<file path="src/rtl/imem_load_responder.sv">
// ----------------------------------------------------------------------------
// imem_load_responder
//
// Instruction memory that sits between the program loader and the fetch stage.
// The loader writes a word by raising ld_write. Only the rising edge of the
// strobe captures a word. Each capture stores ld_data at ld_addr, sets the
// slot-valid bit and pulses ld_ack. The fetch port is registered and has one
// cycle of latency. A slot that has never been written reads as NOP_WORD.
//
// Parameters
//   AW        address width; depth is 2**AW words
//   DW        instruction width
//   NOP_WORD  word returned for slots that are not loaded
//
// Ports
//   clk          in   1     system clock, rising edge
//   reset        in   1     asynchronous, active-high reset
//   ld_write     in   1     load strobe; a word is captured on its 0->1 edge
//   ld_addr      in   AW    load address, sampled with ld_write
//   ld_data      in   DW    load data, sampled with ld_write
//   ld_ack       out  1     one-cycle pulse, the cycle after a capture
//   ld_count     out  AW+1  number of distinct slots written since reset
//   fetch_en     in   1     fetch request this cycle
//   fetch_pc     in   AW    word address to fetch
//   fetch_instr  out  DW    fetched word, valid when fetch_valid=1
//   fetch_valid  out  1     one-cycle pulse, the cycle after fetch_en
//   fetch_loaded out  1     the fetched slot had been written
// ----------------------------------------------------------------------------
module imem_load_responder #(
   parameter int unsigned   AW       = 6,
   parameter int unsigned   DW       = 32,
   parameter logic [DW-1:0] NOP_WORD = DW'(32'h6800_0000)
) (
   input  logic          clk,
   input  logic          reset,
   input  logic          ld_write,
   input  logic [AW-1:0] ld_addr,
   input  logic [DW-1:0] ld_data,
   output logic          ld_ack,
   output logic [AW:0]   ld_count,
   input  logic          fetch_en,
   input  logic [AW-1:0] fetch_pc,
   output logic [DW-1:0] fetch_instr,
   output logic          fetch_valid,
   output logic          fetch_loaded
);

   localparam int unsigned DEPTH     = 2 ** AW;
   localparam logic [AW:0] COUNT_MAX = (AW+1)'(DEPTH);
   localparam logic [AW:0] COUNT_ONE = (AW+1)'(1);

   // Program storage. It has no reset; the valid bits hide stale contents.
   logic [DW-1:0]    mem_q [DEPTH];

   // Control and output state
   logic [DEPTH-1:0] valid_q,        valid_d;
   logic             ld_write_q;
   logic             ld_ack_q;
   logic [AW:0]      ld_count_q,     ld_count_d;
   logic [DW-1:0]    fetch_instr_q,  fetch_instr_d;
   logic             fetch_valid_q;
   logic             fetch_loaded_q, fetch_loaded_d;

   // Combinational helpers
   logic             capture_c;
   logic             new_slot_c;
   logic             fwd_c;

   // Next-state logic for the load and fetch paths
   always_comb begin
      capture_c      = 1'b0;
      new_slot_c     = 1'b0;
      fwd_c          = 1'b0;
      valid_d        = valid_q;
      ld_count_d     = ld_count_q;
      fetch_instr_d  = fetch_instr_q;
      fetch_loaded_d = fetch_loaded_q;

      // ld_write_q comes out of reset high. A strobe that is already high
      // when reset is released therefore does not count as an edge.
      capture_c  = ld_write & ~ld_write_q;
      new_slot_c = ~valid_q[ld_addr];

      if (capture_c) begin
         valid_d[ld_addr] = 1'b1;
         // Only first writes to a slot increment the count. The saturation
         // guard is a backstop; the count cannot normally exceed DEPTH.
         if (new_slot_c && (ld_count_q != COUNT_MAX)) begin
            ld_count_d = ld_count_q + COUNT_ONE;
         end
      end

      // A capture and a fetch to the same slot in the same cycle forward the
      // incoming word, so the fetch sees the new data (write-first).
      fwd_c = capture_c && (ld_addr == fetch_pc);

      if (fetch_en) begin
         if (fwd_c) begin
            fetch_instr_d  = ld_data;
            fetch_loaded_d = 1'b1;
         end else if (valid_q[fetch_pc]) begin
            fetch_instr_d  = mem_q[fetch_pc];
            fetch_loaded_d = 1'b1;
         end else begin
            fetch_instr_d  = NOP_WORD;
            fetch_loaded_d = 1'b0;
         end
      end
   end

   // Control registers. Reset drops any capture or fetch that is in flight.
   always_ff @(posedge clk or posedge reset) begin
      if (reset) begin
         valid_q        <= '0;
         ld_write_q     <= 1'b1;
         ld_ack_q       <= 1'b0;
         ld_count_q     <= '0;
         fetch_instr_q  <= NOP_WORD;
         fetch_valid_q  <= 1'b0;
         fetch_loaded_q <= 1'b0;
      end else begin
         valid_q        <= valid_d;
         ld_write_q     <= ld_write;
         ld_ack_q       <= capture_c;
         ld_count_q     <= ld_count_d;
         fetch_instr_q  <= fetch_instr_d;
         fetch_valid_q  <= fetch_en;
         fetch_loaded_q <= fetch_loaded_d;
      end
   end

   // Storage write port. capture_c stays low while reset is asserted.
   always_ff @(posedge clk) begin
      if (capture_c) begin
         mem_q[ld_addr] <= ld_data;
      end
   end

   assign ld_ack       = ld_ack_q;
   assign ld_count     = ld_count_q;
   assign fetch_instr  = fetch_instr_q;
   assign fetch_valid  = fetch_valid_q;
   assign fetch_loaded = fetch_loaded_q;

endmodule

</file>
<file path="config.mk">
export PLATFORM = sky130hd
export DESIGN_NAME = imem_load_responder
export DESIGN_NICKNAME = d
export VERILOG_FILES = /design/src/rtl/imem_load_responder.sv
export SDC_FILE = /design/constraint.sdc
export NUM_CORES = 2
export LEC_CHECK = 0
export ABC_CLOCK_PERIOD_IN_PS = 8950
export CORE_MARGIN = 2
export CORE_UTILIZATION = 45
export CTS_CLUSTER_DIAMETER = 60
export DETAILED_ROUTE_END_ITERATION = 8
export PLACE_DENSITY = 0.6
export REMOVE_ABC_BUFFERS = 1
export SETUP_SLACK_MARGIN = 0.4
export SYNTH_ARGS = -nofsm -noshare
export SYNTH_HDL_FRONTEND = slang
export SYNTH_SLANG_ARGS = --single-unit
</file>
<file path="constraint.sdc">
create_clock -name clk -period 8.95 [get_ports clk]
set_input_delay 1.3425 -clock clk [delete_from_list [all_inputs] [get_ports clk]]
set_output_delay 1.3425 -clock clk [all_outputs]
set_load 0.005 [all_outputs]
</file>
# Word-level counts from Yosys, hierarchy flattened
# Memory sizes are Yosys's and may differ from the RTL's.
# Index checks and enable logic that the tools add are counted.
# totals
n_memories	1
regBits	107
elab_cells	34
ramBits	2048
# classes
bitwise_logic	4
n_addsub	1
reduce_logical	4
order_cmp	3
n_eq_ne	2
n_mux	12
# mem_list
memory	depth	word_bits	read_ports	rd_clocked_by_memory_dff	write_ports	line	rtl
mem_q	64	32	1	0	1	53	logic [DW-1:0] mem_q [DEPTH];
# ops
op	count
two-way mux 32 bit	2
bitwise OR 64 bit	1
< comparator 6 x 7 -> 1 bit (second input constant)	2
binary-select mux 1 bit (select 6 bit)	2
adder 7 x 1 -> 7 bit (second input constant)	1
two-way mux 1 bit	7
inequality test 7 bit (second input constant)	1
demux 1 bit (select 6 bit)	1
== test 6 bit	1
greater-or-equal comparator 6 x 1 -> 1 bit (second input constant)	1
logical AND 1 bit	3
NOT 1 bit	2
AND reduction 2 bit	1
AND 1 bit	1

# Logic depth before layout (Yosys ltp)
# depth
word_depth	5
mapped_depth	13
ltp_nobuf	8

# Least setup slack after synthesis
# Ideal clock, no wire load.
# synth_path
path_kind	input to register
startpoint	input ld_addr[3]
endpoint	memory mem_q[11][0], enable pin
path_slack_ps	4904
cell_stages	4
required_time_ps	8528
arrival_ps	3624
path_cell_list	clkbuf_1 -> or3b_2 -> clkbuf_1 -> nor2_1
# synth_rtl
element	line	rtl
start: declaration	37	input logic [AW-1:0] ld_addr,
end: declaration	53	
# No word-level cell before the write port.

# Worst setup path in the final report
# layout_path
startpoint	input fetch_pc[3]
endpoint	register fetch_instr_q[13], in the netlist fetch_instr[13]
# layout_via
elab_chain_cells	4
word_cells_on_any_way	7
# layout_lines
element	line	rtl
start: declaration	42	input logic [AW-1:0] fetch_pc,
binary-select mux 1 bit (select 6 bit)	101	end else if (valid_q[fetch_pc]) begin
two-way mux 1 bit (implied by the code)	101	
two-way mux 32 bit	101	
two-way mux 32 bit *	98	if (fwd_c) begin
end signal: assignment	126	fetch_instr_q <= fetch_instr_d;
end: declaration	60	logic [DW-1:0] fetch_instr_q, fetch_instr_d;
# Mark *: on every way between the ends. The rest lies on a longest branch, timed or not. The select of a mux whose other input is x is not followed.
# A chain may end at the register's enable or synchronous reset.

==> impl_metrics.yaml <==
status:
  status: "completed"
synthesis:
  ys_async_sr_fraction: 0.0497
  synthCells: 3758
  yosysWarnings: 0
  yosysSeqAreaShare: 0.766
  syn_avg_cell_area_um2: 22.3
  area_share_of_the_largest_cell_type_after_synthesis: 0.734
  largest_area_contributor_in_the_netlist: "edfxtp_1"
  syn_area_um2: 83800
  synth.distinct_cells: 73
  yosys_most_used_dff: "edfxtp_1"
  post_synth_edffs: 2048
  post_synth_main_area_contributors: "edfxtp_1 (73%), mux4_2 (13%), dfrtp_1 (3.1%), mux2i_1 (2.3%), mux4_1 (1.2%)"
  ys_ff_latch: 2155
cts:
  cts-buffers-inserted: 209
  postCtsSetupRepairBufs: 0
  cts_resized: 0
  cts.sink_count: 2155
  cts.path.max_buffers: 3
  cts_root_buf: "clkbuf_16"
  h-tree-depth: 4
  tritoncts: "built"
  clk-insertion-delay-late_ns: 0.84
  clk_transition_reported_paths_ns: 0.06
  cts.hold.buffers_added: 0
critical_path:
  worstReg2RegStart: "ld_write_q$_DFF_PP1_"
  worst-path-max-fanout: 66
  critPathKind: "in -> reg"
  critical_path.slowest_cell: "nand2_1"
  endpoint_kind: "register"
  critical_path.most_common_cell: "buf_4"
  reg2reg_to: "fetch_instr[12]$_DFFE_PP0P_"
  crit_arrival_ns: 5.45
  crit_path_cell_trace: "buf_4 > inv_8 > buf_4 > nand2_1 > o22ai_1 > a21o_1 > o31ai_2 > o21ai_1"
  cp-startpoint: "fetch_pc[3]"
  worst_reg_to_reg_setup_slack_ns: 5.67
  timing.critical_path.from_type: "input pin"
  ff2ff_path_depth: 5
  critical_path_required_ns: 9.70
  slowest_delay_ns: 0.82
  timing.critical_path.to: "fetch_instr[13]$_DFFE_PP0P_"
global_route:
  globalRouteTotalUtil: 0.231
  pin_count_of_the_biggest_net_entering_global_routing: 91
  gr-usage-met3: 0.0376
  use_met2: 0.352
  antenna_found_initial: 17
  busiest_layer: "met2"
  grt-ovfl-total: 0
  wire_length_of_the_first_global_routing_pass_um: 310000
  grt_pass1_vias: 40400
  global_routing_met1_resource_utilization: 0.336
detailed_routing:
  detail_route.wl_per_cell_um: 32.8
  drt-vias-per-instance: 6.06
  wire_length_after_detailed_routing_um: 219000
  vias: 40500
  detailedRoute.firstIterationViolations: 5636
  post_detailed_route_drc_marker_count: 0
  detail-route-antenna-nets: 0
  drt-pass1-iter-count: 6
worst_hold_path:
  worstHoldPathType: "reg -> reg"
  hold_path_depth: 1
sta:
  report.final.slew_viol_count: 0
  finalCritPeriodShare: 0.525
  hold-worst-slack_ns: 0.488
  finish_stage_setup_viols: 0
  achievable-frequency_ghz: 0.213
  hold_viol: 0
  period_minus_slack_ns: 4.70
  worst_clock_skew_ns: 0.0342
  worst_slew_pin_slew_ns: 1.24
  finalSetupTns_ns: 0
  rsz0062_at_grt: "false"
  slew-limit-headroom: 0.172
place:
  dpl.cell_count: 6280
  post_detail_place_hpwl_um: 116000
  globalplace.congestion: 0.924
  buffer_ports.inserted: 89
  dpl-instance-area_um2: 88000
floorplanning:
  design.core.area_um2: 185000
  die_w_um: 436
  number_of_ports_placed_on_the_die_boundary: 90
  fp.dieH_um: 436
  die-area_um2: 190000
  rows: 158
  start_util: 0.452
finish:
  post_route_cells_drive_above_1_share: 0.276
  post-route-cell-area_um2: 94800
  layout.filler_cells: 14500
  areaGrowthSynthToFinish_pct: 13.1
  net_count_reported_at_finish: 4061
  layoutNonFillerInstCount: 6674
power_and_ir_drop:
  p_per_area_nw_per_um2: 222
  p_leak_nw: 30.6
  vdd.ir_drop.worst_uv: 200
  p_total_w: 0.0210
run:
  max_cap_viol_count: 0
==> stage by stage <==
step	worst slack, ns	util
3_5_place_dp	3.41	0.475
5_1_grt	4.28	0.512
6_report	4.25	0.512
3_3_place_gp	3.43	0.475
4_1_cts	4.33	0.512
2_1_floorplan	3.00	-
==> state kept, by name (all words and copies together) (netlist names) <==
| register | cells |
|---|---|
| fetch_instr | 32 |
| fetch_valid | 1 |
| fetch_loaded | 1 |
| ld_write_q | 1 |
| mem_q | 2048 |
| ld_count | 7 |
| valid_q | 64 |
| ld_ack | 1 |
==> kinds of logic after synthesis <==
kind of cell,share of synthesized area
AOI/OAI and AO/OA,0.0288
xor gates and xnor gates,0.00125
adders and majority gates,0.000299
buffers and inverters,0.0175
DFF,0.766
muxes,0.168
and+or+nand+nor,0.0179
==> Yosys cell counts, types with 6 or more instances <==
master	n
o31ai_2	17
nor2b_1	16
mux2i_1	192
mux2_2	11
nand3_1	19
clkbuf_1	65
mux4_2	489
o21ai_1	23
buf_4	30
xnor2_1	9
nor3_1	8
a21oi_1	24
buf_8	7
or2_2	67
buf_2	40
o22ai_1	75
buf_6	30
and3_1	6
o221ai_1	10
nand2_1	36
inv_1	19
o21ai_0	48
dlygate4sd1_1	11
and2b_1	13
edfxtp_1	2048
a31oi_1	28
a21o_1	19
buf_1	14
nand3b_1	6
nand4_1	8
nand2b_1	6
a221oi_1	26
nor2_1	80
mux4_1	38
dfrtp_1	103
a22oi_1	37
==> cell type report <==
cell class              count  area (um^2)  area share
repair buffers            249         2010      0.0212
inverters                  20         85.1    0.000898
flip-flops and latches   2155        64200       0.677
clock buffers             263         5560      0.0587
multi-input cells        1376        18700       0.197
clock inverters           129         1160      0.0122
diodes                      2         5.00   0.0000528
well taps                2480         3100      0.0327
==> metal layers <==
layer  wire (um)  part of all wire  vias up
li1            -                 -    16500
met3       17200             0.079      337
met1       91200              0.42    21900
met2      101000              0.46     1796
met4        8790             0.040        6
met5          44           0.00020        -
==> critical path: cells and delay by family <==
family	cells	cell delay [ns]
buf+inv	3	1.64
compound gates	4	1.48
simple gates	1	0.82
==> worst min-delay path by stage <==
stage          slack, ns                     from                      end
6_report            0.49  valid_q[31]$_DFFE_PP0P_  valid_q[31]$_DFFE_PP0P_
5_1_grt             0.51   valid_q[4]$_DFFE_PP0P_   valid_q[4]$_DFFE_PP0P_
4_1_cts             0.49  valid_q[31]$_DFFE_PP0P_  valid_q[31]$_DFFE_PP0P_
3_5_place_dp        0.47  valid_q[31]$_DFFE_PP0P_  valid_q[31]$_DFFE_PP0P_
3_3_place_gp        0.47  valid_q[28]$_DFFE_PP0P_  valid_q[28]$_DFFE_PP0P_
2_1_floorplan       0.45  valid_q[14]$_DFFE_PP0P_  valid_q[14]$_DFFE_PP0P_
==> placed cells by master, fill, tap and decap left out, types with 19 or more instances in the layout <==
cell	count
a21o_1	19
a21oi_1	23
a221oi_1	26
a22oi_1	37
a31oi_1	28
buf_2	33
buf_4	155
clkbuf_1	47
clkbuf_16	214
clkdlybuf4s50_1	52
clkinv_1	55
clkinv_2	35
dfrtp_1	103
edfxtp_1	2048
mux2i_1	192
mux4_1	38
mux4_2	489
nand2_1	36
nand3_1	19
nor2_4	64
o21ai_0	48
o21ai_1	23
o22ai_1	75
or2_2	67
==> power by group <==
group          leakage (nW)  switching, W  internal, W  total, W
Combinational          7.48      0.000734     0.000461   0.00120
Sequential             19.8     0.0000801       0.0111    0.0112
Clock                  3.27       0.00372      0.00491   0.00863
Power figures use the tool's default switching activity.
